==> src/rtl/sample_mem_writer.sv <==
// rtl/sample_mem_writer.sv - toggle-request FIFO draining into Avalon-MM sample memory writes
// Optional feature: define SAMPLE_WR_AUTOINC_EN to add the wr_autoinc address counter.

module sample_mem_writer #(
    parameter int ADDR_W     = 17,
    parameter int DATA_W     = 16,
    parameter int FIFO_DEPTH = 4
) (
    input  logic              clk,
    input  logic              reset,
    input  logic [ADDR_W-1:0] wr_address,
    input  logic [DATA_W-1:0] wr_data,
    input  logic              wr_toggle,
`ifdef SAMPLE_WR_AUTOINC_EN
    input  logic              wr_autoinc,
`endif
    input  logic              clear_overflow,
    output logic              wr_ack_toggle,
    output logic              fifo_full,
    output logic              overflow,
    output logic [ADDR_W-1:0] mem_address,
    output logic [DATA_W-1:0] mem_writedata,
    output logic              mem_write,
    input  logic              mem_waitrequest
);

    localparam int PTR_W = $clog2(FIFO_DEPTH);
    localparam logic [PTR_W:0]   FULL_CNT = (PTR_W+1)'(FIFO_DEPTH);
    localparam logic [PTR_W:0]   CNT_ONE  = (PTR_W+1)'(1);
    localparam logic [PTR_W-1:0] PTR_ONE  = PTR_W'(1);

    localparam logic [0:0] ST_IDLE  = 1'b0;
    localparam logic [0:0] ST_WRITE = 1'b1;

    logic              tog_q;
    logic              req;
    logic              push;
    logic              pop;
    logic [0:0]        state;
    logic [PTR_W-1:0]  wr_ptr;
    logic [PTR_W-1:0]  rd_ptr;
    logic [PTR_W:0]    count;
    logic [PTR_W:0]    count_next;
    logic [ADDR_W-1:0] push_addr;
    logic [ADDR_W-1:0] addr_mem [FIFO_DEPTH];
    logic [DATA_W-1:0] data_mem [FIFO_DEPTH];

    assign req  = (wr_toggle != tog_q);
    assign pop  = (state == ST_IDLE) && (count != '0);
    // A full FIFO still takes a push when the head leaves on the same edge.
    assign push = req && ((count != FULL_CNT) || pop);

    always_comb begin
        count_next = count;
        if (push && !pop) begin
            count_next = count + CNT_ONE;
        end else if (pop && !push) begin
            count_next = count - CNT_ONE;
        end
    end

`ifdef SAMPLE_WR_AUTOINC_EN
    logic [ADDR_W-1:0] inc_addr;

    assign push_addr = wr_autoinc ? inc_addr : wr_address;

    // Advances on every request, including ones dropped by a full FIFO.
    always_ff @(posedge clk) begin
        if (reset) begin
            inc_addr <= '0;
        end else if (req) begin
            inc_addr <= push_addr + ADDR_W'(1);
        end
    end
`else
    assign push_addr = wr_address;
`endif

    // Loads during reset too, so a toggle held across reset is not a request.
    always_ff @(posedge clk) begin
        tog_q <= wr_toggle;
    end

    always_ff @(posedge clk) begin
        if (push) begin
            addr_mem[wr_ptr] <= push_addr;
            data_mem[wr_ptr] <= wr_data;
        end
    end

    always_ff @(posedge clk) begin
        if (reset) begin
            wr_ptr        <= '0;
            rd_ptr        <= '0;
            count         <= '0;
            fifo_full     <= 1'b0;
            overflow      <= 1'b0;
            state         <= ST_IDLE;
            mem_write     <= 1'b0;
            mem_address   <= '0;
            mem_writedata <= '0;
            wr_ack_toggle <= 1'b0;
        end else begin
            count     <= count_next;
            fifo_full <= (count_next == FULL_CNT);
            if (push) begin
                wr_ptr <= wr_ptr + PTR_ONE;
            end
            if (req && !push) begin
                overflow <= 1'b1;
            end else if (clear_overflow) begin
                overflow <= 1'b0;
            end
            case (state)
                ST_IDLE: begin
                    if (pop) begin
                        mem_address   <= addr_mem[rd_ptr];
                        mem_writedata <= data_mem[rd_ptr];
                        rd_ptr        <= rd_ptr + PTR_ONE;
                        mem_write     <= 1'b1;
                        state         <= ST_WRITE;
                    end
                end
                ST_WRITE: begin
                    if (!mem_waitrequest) begin
                        mem_write     <= 1'b0;
                        wr_ack_toggle <= ~wr_ack_toggle;
                        state         <= ST_IDLE;
                    end
                end
            endcase
        end
    end

endmodule

==> config.mk <==
export PLATFORM = sky130hd
export DESIGN_NAME = sample_mem_writer
export DESIGN_NICKNAME = d
export VERILOG_FILES = /design/src/rtl/sample_mem_writer.sv
export SDC_FILE = /design/constraint.sdc
export NUM_CORES = 1
export LEC_CHECK = 0
export BUFFER_PORTS_ARGS = -buffer_cell sky130_fd_sc_hd__buf_2
export CAP_MARGIN = 20
export CELL_PAD_IN_SITES_DETAIL_PLACEMENT = 1
export CELL_PAD_IN_SITES_GLOBAL_PLACEMENT = 2
export CORE_ASPECT_RATIO = 0.5
export CORE_UTILIZATION = 42
export CTS_CLUSTER_SIZE = 40
export DETAILED_ROUTE_END_ITERATION = 7
export GPL_TIMING_DRIVEN = 0
export PLACE_DENSITY = 0.79
export SKIP_LAST_GASP = 1
export SYNTH_ARGS = -nofsm -noshare
export SYNTH_HDL_FRONTEND = slang
export SYNTH_SLANG_ARGS = --single-unit
==> constraint.sdc <==
create_clock -name clk -period 3.5 [get_ports clk]
set_clock_uncertainty 0.05 [all_clocks]
set_input_delay 0.525 -clock clk [delete_from_list [all_inputs] [get_ports clk]]
set_output_delay 0.525 -clock clk [all_outputs]
set_load 0.1 [all_outputs]
==> out/qor.csv, run 1 <==
stage,metric,value,unit
sta,max_slew.worst_pin.slew,677.7,ps
clock_tree,clockBufferDepth,2,
drt,first_pass_iters,6,
synth,syn-instance-count,396,
status,violations,DRC,
sta,fmax,382.4,MHz
drt,via_count,3603,
synth,synthTopCellsByArea,"edfxtp_1, dfxtp_1, mux4_2, nand2_1, a21oi_1",
finish,instances_no_fill,703,
place,port-buffer-count,73,
place,dp.cells,671,
place,hpwlAfterDp,8419,um
clock_tree,clock_sinks,178,
finish,drive_gt1_share,31.68,%
clock_tree,insertion_delay,420,ps
synth,synth_area,0.006613,mm^2
clock_tree,cts_root_buffer,clkbuf_16,
sta,report.final.setup_viol,0,
sta,finalCriticalPeriod,2615,ps
setup_path,critPathMaxFanout,23,
setup_path,cp.required,3570,ps
synth,yosysTopAreaCell,edfxtp_1,
global_routing,grt.overflow.total,0,
finish,fillers,1456,
synth,synth_edf_count,132,
clock_tree,path_clk_slew,70,ps
drt,drc,8,
clock_tree,h-tree-depth,4,
global_routing,grt_antenna_before_repair,0,
synth,synthFlopType,edfxtp_1,
finish,area_delta_synth_final,19.13,%
drt,wirelength,13340,um
min_path,hold_path.class,in2reg,
global_routing,grt_pass1_wl,21200,um
floorplanning,core_area,0.01489,mm^2
synth,ys_seq_elements,178,
clock_tree,cts_resized,0,
floorplanning,initial_core_util,44.40,%
sta,drv_slew,0,
finish,diodes,0,
clock_tree,cts_made_buffers,17,
floorplanning,die_x,179.5,um
sta,timing.final.crit_share,74.72,%
setup_path,endpoint_kind,register,
synth,async_flop_share,0,%
pwr,peakVddDrop,0.4601,mV
synth,syn_nets,441,
clock_tree,cts_setup_buffers,0,
pwr,pwr_density_cell,956.1,mW/mm^2
clock_tree,tritoncts,yes,
global_routing,grtUsageTotal,17.49,%
synth,yosys.cell_types.count,38,
finish,ff_latch_area,0.004885,mm^2
synth,synth_common_cells,"edfxtp_1, nand2_1, dfxtp_1",
finish,multi_input_area,0.001610,mm^2
global_routing,grt_max_degree,33,
synth,yosysWarnings,0,
status,outcome,finished with violations,
floorplanning,die_area,0.01628,mm^2
global_routing,grt_pass1_vias,3832,
floorplanning,rows,31,
pwr,p_leak,2.793,nW
floorplanning,die_h,90.73,um
place,gp_congestion,0.7340,
sta,timing_hold_violations_final,0,
drt,first_iter_violations,156,
setup_path,start_kind,register,
sta,tns,0,ps
drt,wl_per_cell,18.98,um
synth,synth_seq_area_share,73.87,%
finish,nNetsFinal,537,
clock_tree,hold_buffers,0,
synth,synthMostInstantiatedCell,edfxtp_1,
sta,rsz0062_at_grt,no,
sta,slew_headroom,54.82,%
synth,yosys.area.top_type_share,59.94,%
setup_path,crit_type,reg2reg,
drt,ant_nets,0,
drt,viasPerCell,5.125,
floorplanning,ios,75,
setup_path,worstPathArrival,2680,ps
synth,avgSynthCellArea,16.70,um^2
run,maxCapViolCount,0,
==> area by class of cell <==
class / instances / area share, %
Buffer: 20 / 1.271
Tap cell: 198 / 3.145
Clock buffer: 17 / 5.400
Sequential cell: 178 / 62.01
Inverter: 6 / 0.2859
Clock inverter: 15 / 1.795
Multi-Input combinational cell: 192 / 20.44
Timing Repair Buffer: 77 / 5.654
==> per-stage QoR <==
step / setup WS (ps) / hold slack (ps) / power [mW] / util [%] / instance area, um^2
3_5_place_dp: 937.8 / 395.5 / 5.779 / 49.08 / 7311
4_1_cts: 854.7 / 215.6 / 7.614 / 52.89 / 7878
2_1_floorplan: 941.4 / 463.6 / 5.165 / - / 6613
3_3_place_gp: 20.07 / 390.3 / 5.714 / 48.51 / 7226
6_report: 884.8 / 231.5 / 7.531 / 52.89 / 7878
5_1_grt: 721.5 / 218.5 / 7.866 / 52.89 / 7878
==> worst max-delay path, stage by stage (launching register included) <==
cell and delay, ps:
dfxtp_1 450, inv_1 110, ha_1 270, and2_1 230, a21oi_1 460, and2_2 470
buf_12 240
==> flip-flops by register name (all words and copies together), names as in the netlist <==
name           cells
count              3
wr_ack_toggle      1
fifo_full          1
data_mem          64
overflow           1
rd_ptr             2
state              1
addr_mem          68
wr_ptr             2
mem_address       17
mem_writedata     16
mem_write          1
tog_q              1
==> kinds of logic (layout without fill, tap and decap cells) <==
kind of cell / count (synthesis) / after routing / synth area share, %
adder cells (fa/ha/maj): 7 / 7 / 1.324
multiplexers: 34 / 34 / 11.39
AO/OA/AOI/OAI: 44 / 44 / 3.709
flip-flops: 178 / 178 / 73.87
AND/OR/NAND/NOR: 101 / 101 / 6.831
buffers and inverters: 26 / 135 / 1.854
XOR/XNOR: 6 / 6 / 1.022
==> metal layers <==
layer  global-route usage [%]  vias up  part of all wire, %
li1                         -     1681                    -
met1                    22.68     1858                   47
met2                    29.72       56                   49
met3                    3.710        8                  2.8
met4                    5.388        0                 0.67
met5                        0        -                    0
==> cells in the final DEF, fill, tap and decap left out, types with 2 or more instances in the layout <==
| cell | Yosys | final |
|---|---|---|
| edfxtp_1 | 132 | 132 |
| buf_2 | 5 | 78 |
| nand2_1 | 68 | 68 |
| dfxtp_1 | 46 | 46 |
| a21oi_1 | 34 | 34 |
| mux4_2 | 33 | 33 |
| clkbuf_16 | 0 | 17 |
| nor2_1 | 10 | 10 |
| clkbuf_1 | 9 | 9 |
| ha_1 | 7 | 7 |
| inv_1 | 6 | 6 |
| buf_4 | 5 | 5 |
| clkinv_4 | 0 | 5 |
| inv_8 | 0 | 5 |
| and2_2 | 0 | 4 |
| nor3_1 | 4 | 4 |
| buf_12 | 0 | 4 |
| xnor2_1 | 3 | 3 |
| a31oi_1 | 3 | 3 |
| nand2b_1 | 2 | 2 |
| or2_1 | 2 | 2 |
| o21a_1 | 2 | 2 |
| clkinv_1 | 0 | 2 |
| inv_6 | 0 | 2 |
==> worst paths after layout <==
check | start | end | slack, ps | cells after the start
min reg2reg | mem_writedata[1]$_SDFFE_PP0P_ | mem_writedata[1]$_SDFFE_PP0P_ | 400 | 2
min | wr_toggle | tog_q$_DFF_P_ | 230 | 1
max | count[0]$_SDFF_PP0_ | addr_mem[3][16]$_DFFE_PP_ | 880 | 6
max reg2reg | count[0]$_SDFF_PP0_ | addr_mem[3][16]$_DFFE_PP_ | 880 | 6
==> power breakdown <==
group	total, mW	internal, mW	leakage (nW)	switching [mW]
Combinational	2.92	0.674	0.924	2.24
Sequential	2.79	2.64	1.59	0.152
Clock	1.82	0.945	0.279	0.877
(Power assumes the default switching activity.)
==> run 2, diff against run 1 <==
clock period = 2.5 ns   (was 3.5 ns; I/O delays follow)
==> out/qor.csv, run 2 (synthesis results as in run 1) <==
stage,metric,value,unit
floorplanning,die_area,0.01628,mm^2
finish,area_delta_synth_final,18.22,%
clock_tree,hold_buffers,0,
finish,top_regs,"addr_mem: 68 flops, data_mem: 64 flops, mem_address: 17 flops",
run,maxCapViolCount,0,
setup_path,crit_type,reg2reg,
place,gp_congestion,0.7377,
sta,fmax,394.2,MHz
setup_path,worstReg2RegEnd,addr_mem[2][16]$_DFFE_PP_,
clock_tree,cts_made_buffers,17,
place,dp_slack,-401.0,ps
place,port-buffer-count,73,
drt,first_iter_violations,222,
setup_path,r2r_slack,-40,ps
min_path,hold_depth,1,
status,violations,"DRC, setup timing",
finish,largest_register,addr_mem,
finish,nNetsFinal,534,
sta,timing.final.crit_share,101.5,%
drt,via_count,3642,
setup_path,worst_r2r_path_depth,5,
finish,layout_commonest_cell,edfxtp_1,
finish,final_cell_mix,"edfxtp_1, buf_2, nand2_1",
finish,drive_gt1_share,31.47,%
sta,drv_slew,0,
floorplanning,die_h,90.73,um
clock_tree,cts_root_buffer,clkbuf_16,
place,dp.cells,667,
global_routing,grtUsageTotal,17.76,%
sta,finalCriticalPeriod,2537,ps
min_path,min_to,tog_q$_DFF_P_,
setup_path,endpoint_kind,register,
pwr,p_leak,2.760,nW
drt,drc,2,
sta,worst_slack,-36.81,ps
global_routing,grt_pass1_vias,3857,
floorplanning,rows,31,
drt,wl_per_cell,19.39,um
global_routing,grt.overflow.total,0,
drt,ant_nets,0,
finish,instances_no_fill,700,
sta,report.final.setup_viol,81,
place,hpwlAfterDp,8263,um
setup_path,critPathMaxFanout,33,
global_routing,grt_pass1_wl,21580,um
min_path,hold_path.class,in2reg,
finish,fillers,1467,
sta,max_slew.worst_pin.slew,685.2,ps
global_routing,grt_antenna_before_repair,0,
sta,rsz0062_at_grt,yes,
clock_tree,insertion_delay,420,ps
global_routing,grt_max_degree,34,
clock_tree,tritoncts,yes,
floorplanning,core_area,0.01489,mm^2
sta,slew_headroom,54.32,%
floorplanning,die_x,179.5,um
pwr,peakVddDrop,0.6651,mV
min_path,worstHoldStart,wr_toggle,
status,outcome,finished with violations,
sta,timing_hold_violations_final,0,
drt,viasPerCell,5.203,
finish,largest_reg_flops,68,
drt,wirelength,13570,um
setup_path,cp.required,2510,ps
clock_tree,h-tree-depth,4,
pwr,pwr_density_cell,1348,mW/mm^2
drt,first_pass_iters,6,
clock_tree,cts_setup_buffers,0,
clock_tree,path_clk_slew,70,ps
clock_tree,clock_sinks,178,
setup_path,start_kind,register,
setup_path,worstPathArrival,2550,ps
floorplanning,ios,75,
finish,diodes,0,
setup_path,r2r_start,count[0]$_SDFF_PP0_,
clock_tree,clockBufferDepth,2,
floorplanning,initial_core_util,44.40,%
## run 2: cell count changes in the layout (fill, tap and decap cells not counted)
cell,previous run,this run
clkinv_1,2,1
a21oi_2,0,1
inv_6,2,3
and2_2,4,0
clkinv_8,1,2
and2_4,0,5
inv_8,5,4
clkinv_4,5,2
clkinvlp_4,0,2
a21oi_1,34,33
clkbuf_1,9,10
buf_12,4,0
## run 2: per-layer routing
| metal | global-route usage, % | part of all wire (%) | vias to the layer above |
|---|---|---|---|
| li1 | - | - | 1682 |
| met1 | 23.58 | 48 | 1889 |
| met2 | 29.17 | 48 | 61 |
| met3 | 3.508 | 2.9 | 10 |
| met4 | 6.681 | 1.0 | 0 |
| met5 | 0 | 0 | - |
## run 2: area by class of cell
| cell class | count | area [um^2] | share of cell area (%) |
|---|---|---|---|
| Clock buffer | 18 | 429.2 | 5.490 |
| Inverter | 6 | 22.52 | 0.2881 |
| Buffer | 20 | 100.1 | 1.280 |
| Multi-Input combinational cell | 193 | 1628 | 20.82 |
| Timing Repair Buffer | 73 | 365.4 | 4.673 |
| Tap cell | 198 | 247.7 | 3.169 |
| Sequential cell | 178 | 4885 | 62.48 |
| Clock inverter | 14 | 140.1 | 1.793 |
## run 2: worst max path at each step
| stage | startpoint | to | slack [ps] |
|---|---|---|---|
| floorplan | count[0]$_SDFF_PP0_ | addr_mem[0][0]$_DFFE_PP_ | 280 |
| global placement | count[0]$_SDFF_PP0_ | addr_mem[1][4]$_DFFE_PP_ | -360 |
| detailed placement | count[0]$_SDFF_PP0_ | data_mem[3][4]$_DFFE_PP_ | -400 |
| CTS | count[0]$_SDFF_PP0_ | data_mem[2][15]$_DFFE_PP_ | -50 |
| global route | count[0]$_SDFF_PP0_ | addr_mem[0][7]$_DFFE_PP_ | -160 |
| finish | count[0]$_SDFF_PP0_ | addr_mem[2][16]$_DFFE_PP_ | -40 |
## run 2: stage by stage
step | utilization [%] | setup TNS, ps | area (um^2) | hold WS [ps] | power [mW]
2_1_floorplan | - | 0 | 6618 | 352.7 | 7.229
3_3_place_gp | 48.55 | -43930 | 7231 | 389.1 | 7.998
3_5_place_dp | 48.55 | -48000 | 7231 | 396.6 | 8.067
4_1_cts | 52.49 | -3553 | 7818 | 71.45 | 10.64
5_1_grt | 52.49 | -14650 | 7818 | 78.41 | 10.98
6_report | 52.49 | -1193 | 7818 | 80.71 | 10.53
## run 2: what timing repair did
action,CTS,global route
setup endpoints to repair,132,99
cloned,1,0
gates resized for setup,6,0
pin swaps,2,1
## run 2: critical path, cell delays in order, from the launching register on
cell,delay (ps)
dfxtp_1,450
inv_1,120
ha_1,280
and2_1,240
a21oi_2,400
and2_4,580
## run 2: power by group
part / leakage [nW] / internal [mW] / total [mW] / switching [mW]
Combinational: 0.898 / 0.920 / 4.07 / 3.15
Clock: 0.272 / 1.33 / 2.55 / 1.22
Sequential: 1.59 / 3.70 / 3.92 / 0.223
